===== config.mk =====
export PLATFORM = sky130hd
export DESIGN_NAME = game_timer_ctrl
export DESIGN_NICKNAME = d
export VERILOG_FILES = /design/src/rtl/game_timer_ctrl.sv
export SDC_FILE = /design/constraint.sdc
export NUM_CORES = 1
export LEC_CHECK = 0
export CAP_MARGIN = 20
export CORE_ASPECT_RATIO = 1.2
export CORE_MARGIN = 3
export CORE_UTILIZATION = 40
export CTS_BUF_LIST = sky130_fd_sc_hd__clkbuf_8
export DETAILED_ROUTE_END_ITERATION = 16
export PLACE_DENSITY_LB_ADDON = 0.3
export SYNTH_ARGS = -nofsm -noshare
export SYNTH_HDL_FRONTEND = slang
export SYNTH_SLANG_ARGS = --single-unit

===== constraint.sdc =====
create_clock -name clock -period 2.7 [get_ports clock]
set_clock_uncertainty 0.2 [all_clocks]
set_input_delay 0.675 -clock clock [delete_from_list [all_inputs] [get_ports clock]]
set_output_delay 0.675 -clock clock [all_outputs]
set_load 0.05 [all_outputs]

===== src/rtl/game_timer_ctrl.sv =====
// Run controller for the elapsed-time datapath: sequences idle/run/pause/over,
// gates divider and counter, tracks the best time and drives the display mux.
module game_timer_ctrl #(
    parameter int CNT_W      = 24,
    parameter int SHOW_TICKS = 2
) (
    input  logic             clock,
    input  logic             reset,
    input  logic             start_btn,
    input  logic             pause_btn,
    input  logic             hit,
    input  logic             tick,
    input  logic [CNT_W-1:0] count,
    output logic             div_en,
    output logic             cnt_clr,
    output logic             cnt_inc,
    output logic [1:0]       state,
    output logic [CNT_W-1:0] disp,
    output logic [CNT_W-1:0] best,
    output logic             new_best
);

    localparam int SC_W = (SHOW_TICKS > 1) ? $clog2(SHOW_TICKS) : 1;
    localparam logic [SC_W-1:0] SC_LAST = SC_W'(SHOW_TICKS - 1);

    typedef enum logic [1:0] {
        S_IDLE  = 2'd0,
        S_RUN   = 2'd1,
        S_PAUSE = 2'd2,
        S_OVER  = 2'd3
    } state_t;

    state_t            r_state;
    state_t            w_next;
    logic [CNT_W-1:0]  r_final;
    logic [CNT_W-1:0]  r_best;
    logic              r_new_best;
    logic [SC_W-1:0]   r_show_cnt;
    logic              r_show_sel;
    logic              r_start_q;
    logic              r_pause_q;
    logic              w_start_e;
    logic              w_pause_e;
    logic              w_enter_over;

    assign w_start_e    = start_btn & ~r_start_q;
    assign w_pause_e    = pause_btn & ~r_pause_q;
    assign w_enter_over = (r_state == S_RUN) && (w_next == S_OVER);

    assign state    = r_state;
    assign best     = r_best;
    assign new_best = r_new_best;

    always_comb begin
        w_next  = r_state;
        div_en  = 1'b0;
        cnt_inc = 1'b0;
        cnt_clr = 1'b0;
        disp    = count;
        case (r_state)
            S_IDLE: begin
                cnt_clr = 1'b1;
                disp    = r_best;
                if (w_start_e) w_next = S_RUN;
            end
            S_RUN: begin
                div_en  = 1'b1;
                cnt_inc = tick & ~hit;
                // hit outranks saturation, which outranks a pause request
                if (hit)                          w_next = S_OVER;
                else if (tick && (count == '1))   w_next = S_OVER;
                else if (w_pause_e)               w_next = S_PAUSE;
            end
            S_PAUSE: begin
                if (w_pause_e || w_start_e) w_next = S_RUN;
            end
            S_OVER: begin
                div_en = 1'b1;
                disp   = r_show_sel ? r_best : r_final;
                if (w_start_e) w_next = S_IDLE;
            end
            default: w_next = S_IDLE;
        endcase
    end

    always_ff @(posedge clock) begin
        if (!reset) begin
            r_state    <= S_IDLE;
            r_final    <= '0;
            r_best     <= '0;
            r_new_best <= 1'b0;
            r_show_cnt <= '0;
            r_show_sel <= 1'b0;
            r_start_q  <= 1'b0;
            r_pause_q  <= 1'b0;
        end else begin
            r_start_q <= start_btn;
            r_pause_q <= pause_btn;
            r_state   <= w_next;
            if (w_enter_over) begin
                r_final    <= count;
                r_show_cnt <= '0;
                r_show_sel <= 1'b0;
                if (count > r_best) begin
                    r_best     <= count;
                    r_new_best <= 1'b1;
                end else begin
                    r_new_best <= 1'b0;
                end
            end else if (r_state == S_OVER) begin
                if (w_start_e) r_new_best <= 1'b0;
                if (tick) begin
                    if (r_show_cnt == SC_LAST) begin
                        r_show_cnt <= '0;
                        r_show_sel <= ~r_show_sel;
                    end else begin
                        r_show_cnt <= r_show_cnt + SC_W'(1);
                    end
                end
            end
        end
    end

endmodule


==> flow_summary.json, run 1 <==
{
  "clkTransAtPathRegs_ns": 0.10,
  "grt_pass1_wl_um": 17400,
  "drtAntennaViolNets": 0,
  "avgSynthCellArea_um2": 8.36,
  "ir_worst_vdd_mv": 0.256,
  "path_cells": "inv_4, ha_4, a21o_4, buf_8, a22oi_2, o21ai_4, buf_12",
  "multiInputGateArea_um2": 2590,
  "numCtsBuffers": 5,
  "drv_slew": 0,
  "yosysTopAreaCellShare": 0.322,
  "synthArstFlopShare": 0,
  "fin_hold_ws_ns": 0.297,
  "yosysWarnings": 0,
  "hp-class": "flop to flop",
  "met1_usage": 0.260,
  "synth.area.mux_share": 0.141,
  "hold_viol": 0,
  "hpwl_um": 7670,
  "power.total_mw": 2.72,
  "fp-row-count": 36,
  "critPathBufInv": 3,
  "synth_nets": 467,
  "tightest_slew_ns": 0.510,
  "grt_pass1_vias": 3577,
  "antenna_found_initial": 0,
  "grt.overflow.total": 0,
  "worstSetupEndpointType": "primary output",
  "gp_congestion": 0.866,
  "startpoint_type": "flop",
  "worstSetupPathDepth": 7,
  "met3_usage": 0.0343,
  "r2r_start": "best[1]",
  "status": "completed",
  "boundaryPins": 84,
  "port_buffers": 83,
  "final_nets": 587,
  "ys_seq_elements": 55,
  "synthAdderAreaFrac": 0.102,
  "critPathLaunch": "state[0]",
  "grt_setup_unrepaired": "yes",
  "r2r_end": "best[16]",
  "slew_headroom": 0.659,
  "drc": 0,
  "num_vias": 3386,
  "dr.first_iter.drc_count": 153,
  "synth_xor_area_frac": 0.00512,
  "cts.sinks": 55,
  "n_fill_cell": 623,
  "setup_violations": 0,
  "synth.area.top_cells": "dfxtp_1, mux2i_1, ha_1",
  "yosys_most_used_dff": "dfxtp_1",
  "crit_type": "flop to primary output",
  "drv_cap": 0,
  "top_usage_layer": "met2",
  "drt-total-wl_um": 10500,
  "vias_per_cell": 5.26,
  "synth_top_family_by_area": "simple AND/OR/NAND/NOR gates",
  "crit_end": "disp[1]",
  "dr.pass1.iters": 4,
  "crit_path_max_fanout": 7,
  "yosys.area_share.simple": 0.193,
  "htreeDepth": 2,
  "critPathArrivalTime_ns": 1.81,
  "ys_seq_area_frac": 0.322,
  "period_share": 0.993,
  "reg2reg_depth": 9,
  "dieArea_um2": 9700,
  "power.density_nw_per_um2": 480,
  "max_stage_delay_ns": 0.41,
  "final_util": 0.690,
  "start_util": 0.417,
  "diodes": 0,
  "synth.largest_area_cell": "dfxtp_1",
  "synth_edf_count": 0,
  "cp_top_family": "compound AO/OA/AOI/OAI gates",
  "cp_data_required_time_ns": 1.82,
  "drive_gt1_frac": 0.308,
  "netlist_area_um2": 3420,
  "fmax_mhz": 373,
  "fin_crit_ns": 2.68,
  "dieHeight_um": 107,
  "wl_per_cell_um": 16.3,
  "grt_max_degree": 35,
  "cts_buffer_depth": 2,
  "track_usage": 0.216,
  "core-area_um2": 8200,
  "regArea_um2": 1110,
  "use_met2": 0.400,
  "worst_skew_pair.late_latency_ns": 0.30,
  "fin_ws_ns": 0.0186,
  "dieWidth_um": 90.4,
  "p_leak_nw": 2.05,
  "cpMaxStageDelayCell": "dfxtp_4",
  "synth_cells": 409,
  "synth_cell_types": 42,
  "area_growth_syn_to_layout_pct": 65.4,
  "synth_compound_area_frac": 0.164,
  "tritoncts": "yes",
  "rrSetupSlack_ns": 0.23,
  "cts_root_buf": "clkbuf_8",
  "post-place-ws_ns": -0.477
}
[timing repair]
item	in CTS	in global routing
setup endpoints to repair	55	69
setup buffers	2	5
gates cloned	0	1
resized for setup	50	31
pin swaps	26	18
hold buffers	0	0
[synthesized netlist by cell type, types with 3 or more instances]
| master | n |
|---|---|
| inv_1 | 27 |
| a21oi_1 | 8 |
| o21ai_1 | 3 |
| dfxtp_1 | 55 |
| a21o_1 | 7 |
| nand3_1 | 3 |
| a22oi_1 | 23 |
| nand4_1 | 11 |
| nor2_1 | 8 |
| clkbuf_1 | 19 |
| nand2_1 | 82 |
| mux2i_1 | 48 |
| o21ai_0 | 25 |
| ha_1 | 28 |
| nor2b_1 | 27 |
[logic make-up after synthesis]
kind of cell | after synthesis
simple gates | 141
compound gates | 83
flops | 55
buf+inv | 52
mux | 48
fa+ha+maj | 28
xor+xnor | 2
[layer usage]
metal,part of all wire,up-vias
li1,-,1659
met4,0.015,0
met5,0,-
met3,0.043,17
met2,0.52,92
met1,0.42,1618
[tightest hold or removal path, stage by stage (launching register included)]
cell and delay [ns]:
dfxtp_2 0.35, nand2_1 0.05, mux2i_1 0.06
[per-stage QoR]
stage	instances	instance area (um2)	TNS, ns
after floorplan	409	3700	-0.00580
after global placement	628	5190	-17.09
after detailed placement	628	5190	-19.20
after CTS	638	5450	-0.571
after global routing	644	5650	-0.114
final	644	5650	0
[where the power goes]
group,internal [mW],switching (mW)
Sequential,0.847,0.0390
Combinational,0.615,0.769
Clock,0.176,0.270
Total,1.64,1.08
[area by class of cell]
type,instances,share of cell area
clock buffers,5,0.0122
clock inverters,3,0.00221
inverters,27,0.0188
multi-input cells,302,0.458
flip-flops and latches,55,0.196
well taps,114,0.0252
repair buffers,138,0.287
[registers in the layout, indices dropped and copies added, names as in the netlist]
register and flops:
state 2, r_pause_q 1, r_show_cnt 1, new_best 1, best 24, r_show_sel 1
r_final 24, r_start_q 1
[worst min-delay path by stage]
stage | from | depth (start not counted) | endpoint
finish | best[11] | 2 | best[11]
global route | best[11] | 2 | best[11]
CTS | best[11] | 2 | best[11]
detailed placement | best[11] | 2 | best[11]
global placement | best[11] | 2 | best[11]
floorplan | r_show_cnt | 2 | r_show_cnt
[layout by cell type, fill, tap and decap left out, types with 2 or more instances in the layout]
| master | synthesis | final |
|---|---|---|
| nand2_1 | 82 | 82 |
| dfxtp_1 | 55 | 52 |
| mux2i_1 | 48 | 48 |
| buf_4 | 2 | 43 |
| clkdlybuf4s50_1 | 0 | 35 |
| buf_12 | 2 | 33 |
| inv_1 | 27 | 26 |
| nor2b_1 | 27 | 25 |
| a22oi_2 | 0 | 23 |
| o21ai_4 | 0 | 20 |
| ha_1 | 28 | 19 |
| dlygate4sd2_1 | 0 | 13 |
| nand4_1 | 11 | 11 |
| ha_4 | 0 | 9 |
| nor2_1 | 8 | 8 |
| a21oi_1 | 8 | 7 |
| a21o_1 | 7 | 6 |
| dlymetal6s2s_1 | 0 | 6 |
| clkbuf_8 | 0 | 5 |
| o21ai_1 | 3 | 4 |
| buf_6 | 2 | 4 |
| o21ai_2 | 0 | 3 |
| nand3_1 | 3 | 3 |
| nor2b_4 | 1 | 2 |
| a21oi_4 | 0 | 2 |
| inv_4 | 0 | 2 |
| o21a_1 | 2 | 2 |
| nand2b_1 | 2 | 2 |
| xor2_1 | 2 | 2 |
| and2_1 | 2 | 2 |
| dfxtp_4 | 0 | 2 |
No activity file was read; power rests on OpenSTA's default activity.
==> inputs of run 2 (changes only) <==
Settings changed: PLACE_DENSITY from default to 0.67, PLACE_DENSITY_LB_ADDON 0.3 to default.
Clock period 2.7 ns to 3.4 ns, I/O delays scaled along.
==> flow_summary.json, run 2 (same netlist as run 1, synthesis figures left out) <==
{
  "status": "completed",
  "ir_worst_vdd_mv": 0.181,
  "dr.first_iter.drc_count": 108,
  "wl_per_cell_um": 15.2,
  "clock_power_share": 0.179,
  "worst_skew_pair.late_latency_ns": 0.31,
  "power.total_mw": 1.96,
  "grt_max_degree": 33,
  "cts_root_buf": "clkbuf_8",
  "startpoint_type": "flop",
  "vias_per_cell": 5.13,
  "drive_gt1_frac": 0.177,
  "fin_hold_ws_ns": 0.300,
  "setup_violations": 0,
  "power.density_nw_per_um2": 401,
  "holdBufCountCts": 0,
  "met1_usage": 0.236,
  "area_growth_syn_to_layout_pct": 43.2,
  "regArea_um2": 1100,
  "drc": 0,
  "num_vias": 3167,
  "htreeDepth": 2,
  "antenna_found_initial": 0,
  "dieWidth_um": 90.4,
  "hp-class": "flop to flop",
  "grt_setup_unrepaired": "no",
  "crit_path_max_fanout": 9,
  "core-area_um2": 8200,
  "hold_viol": 0,
  "drtAntennaViolNets": 0,
  "grt_pass1_wl_um": 15700,
  "drv_cap": 0,
  "critPathArrivalTime_ns": 2.17,
  "cp_data_required_time_ns": 2.35,
  "grt_pass1_vias": 3180,
  "cts_buffer_depth": 2,
  "p_seq_frac": 0.355,
  "hpwl_um": 7230,
  "crit_type": "flop to primary output",
  "fmax_mhz": 311,
  "period_share": 0.947,
  "start_util": 0.417,
  "use_met2": 0.363,
  "drt-total-wl_um": 9360,
  "cts.sinks": 55,
  "final_cell_mix": "nand2_1, clkdlybuf4s50_1, dfxtp_1",
  "p_int_mw": 1.20,
  "dieHeight_um": 107,
  "slew_headroom": 0.652,
  "diodes": 0,
  "numCtsBuffers": 5,
  "clkTransAtPathRegs_ns": 0.10,
  "top_usage_layer": "met2",
  "track_usage": 0.198,
  "dieArea_um2": 9700,
  "n_fill_cell": 746,
  "fin_cells": 617,
  "place_inst": 609,
  "port_buffers": 83,
  "tightest_slew_ns": 0.522,
  "drv_slew": 0,
  "gp_congestion": 0.859,
  "met3_usage": 0.0329,
  "grt.overflow.total": 0,
  "power.switching_uw": 764,
  "dr.pass1.iters": 4,
  "boundaryPins": 84,
  "p_leak_nw": 1.75,
  "final_nets": 560,
  "layout_commonest_cell": "nand2_1",
  "switching_share": 0.389,
  "fin_crit_ns": 3.22,
  "fp-row-count": 36,
  "tritoncts": "yes",
  "worstSetupEndpointType": "primary output",
  "multiInputGateArea_um2": 2160,
  "combPwrFrac": 0.466
}
==> run 2: cell types whose count changed in the layout (fill, tap and decap cells not counted), sizes merged <==
cell           delta
clkbuf            -1
dlygate4sd2      -13
dlymetal6s2s      -6
buf              -28
clkdlybuf4s50    +22
clkdlybuf4s15     -1
==> run 2: cell type report <==
type	count	area share
clock buffer	5	0.0141
clock inverter	3	0.00256
inverter	27	0.0207
multi-input combinational	302	0.440
sequential	55	0.225
tap	114	0.0291
timing repair buffer	111	0.268
==> run 2: routing by layer <==
metal / vias to the layer above / part of all wire
li1: 1611 / -
met1: 1476 / 0.43
met2: 72 / 0.52
met3: 8 / 0.040
met4: 0 / 0.0095
met5: - / 0
==> run 2: power by group through the flow <==
stage                     logic, mW  registers (mW)  clock network (mW)
final                         0.915           0.697               0.351
after global routing          0.971           0.700               0.387
after CTS                     0.922           0.696               0.362
after detailed placement      0.921           0.710                   0
after global placement        0.908           0.709                   0
after floorplan               0.481           0.750                   0
==> run 2: worst max-delay path: stages, from the launching register on <==
cell      delay (ns)
dfxtp_1         0.42
inv_1           0.12
ha_2            0.24
a21o_2          0.29
buf_4           0.20
a221oi_1        0.34
a21oi_2         0.08
buf_12          0.16
==> run 2: metrics by stage <==
stage | util | setup TNS [ns] | instance area [um2] | setup WS, ns
after floorplan | - | -0.157 | 3500 | -0.157
final | 0.597 | 0 | 4890 | 0.180
after global routing | 0.597 | 0 | 4890 | 0.0418
after detailed placement | 0.587 | 0 | 4810 | 0.0395
after CTS | 0.597 | 0 | 4890 | 0.0253
after global placement | 0.587 | 0 | 4810 | 0.113
==> run 2: timing repair <==
action | 4_1_cts | 5_1_grt
resized for setup | 0 | 2
setup buffers | 0 | 0
setup endpoints to repair | 0 | 12
hold endpoints to repair | 0 | 0
==> run 2: worst paths after layout <==
check | cells past startpoint | startpoint | slack, ns | to
max reg2reg | 9 | best[11] | 0.99 | new_best
min | 2 | best[21] | 0.30 | best[21]
max | 7 | state[1] | 0.18 | disp[0]
min reg2reg | 2 | best[21] | 0.30 | best[21]
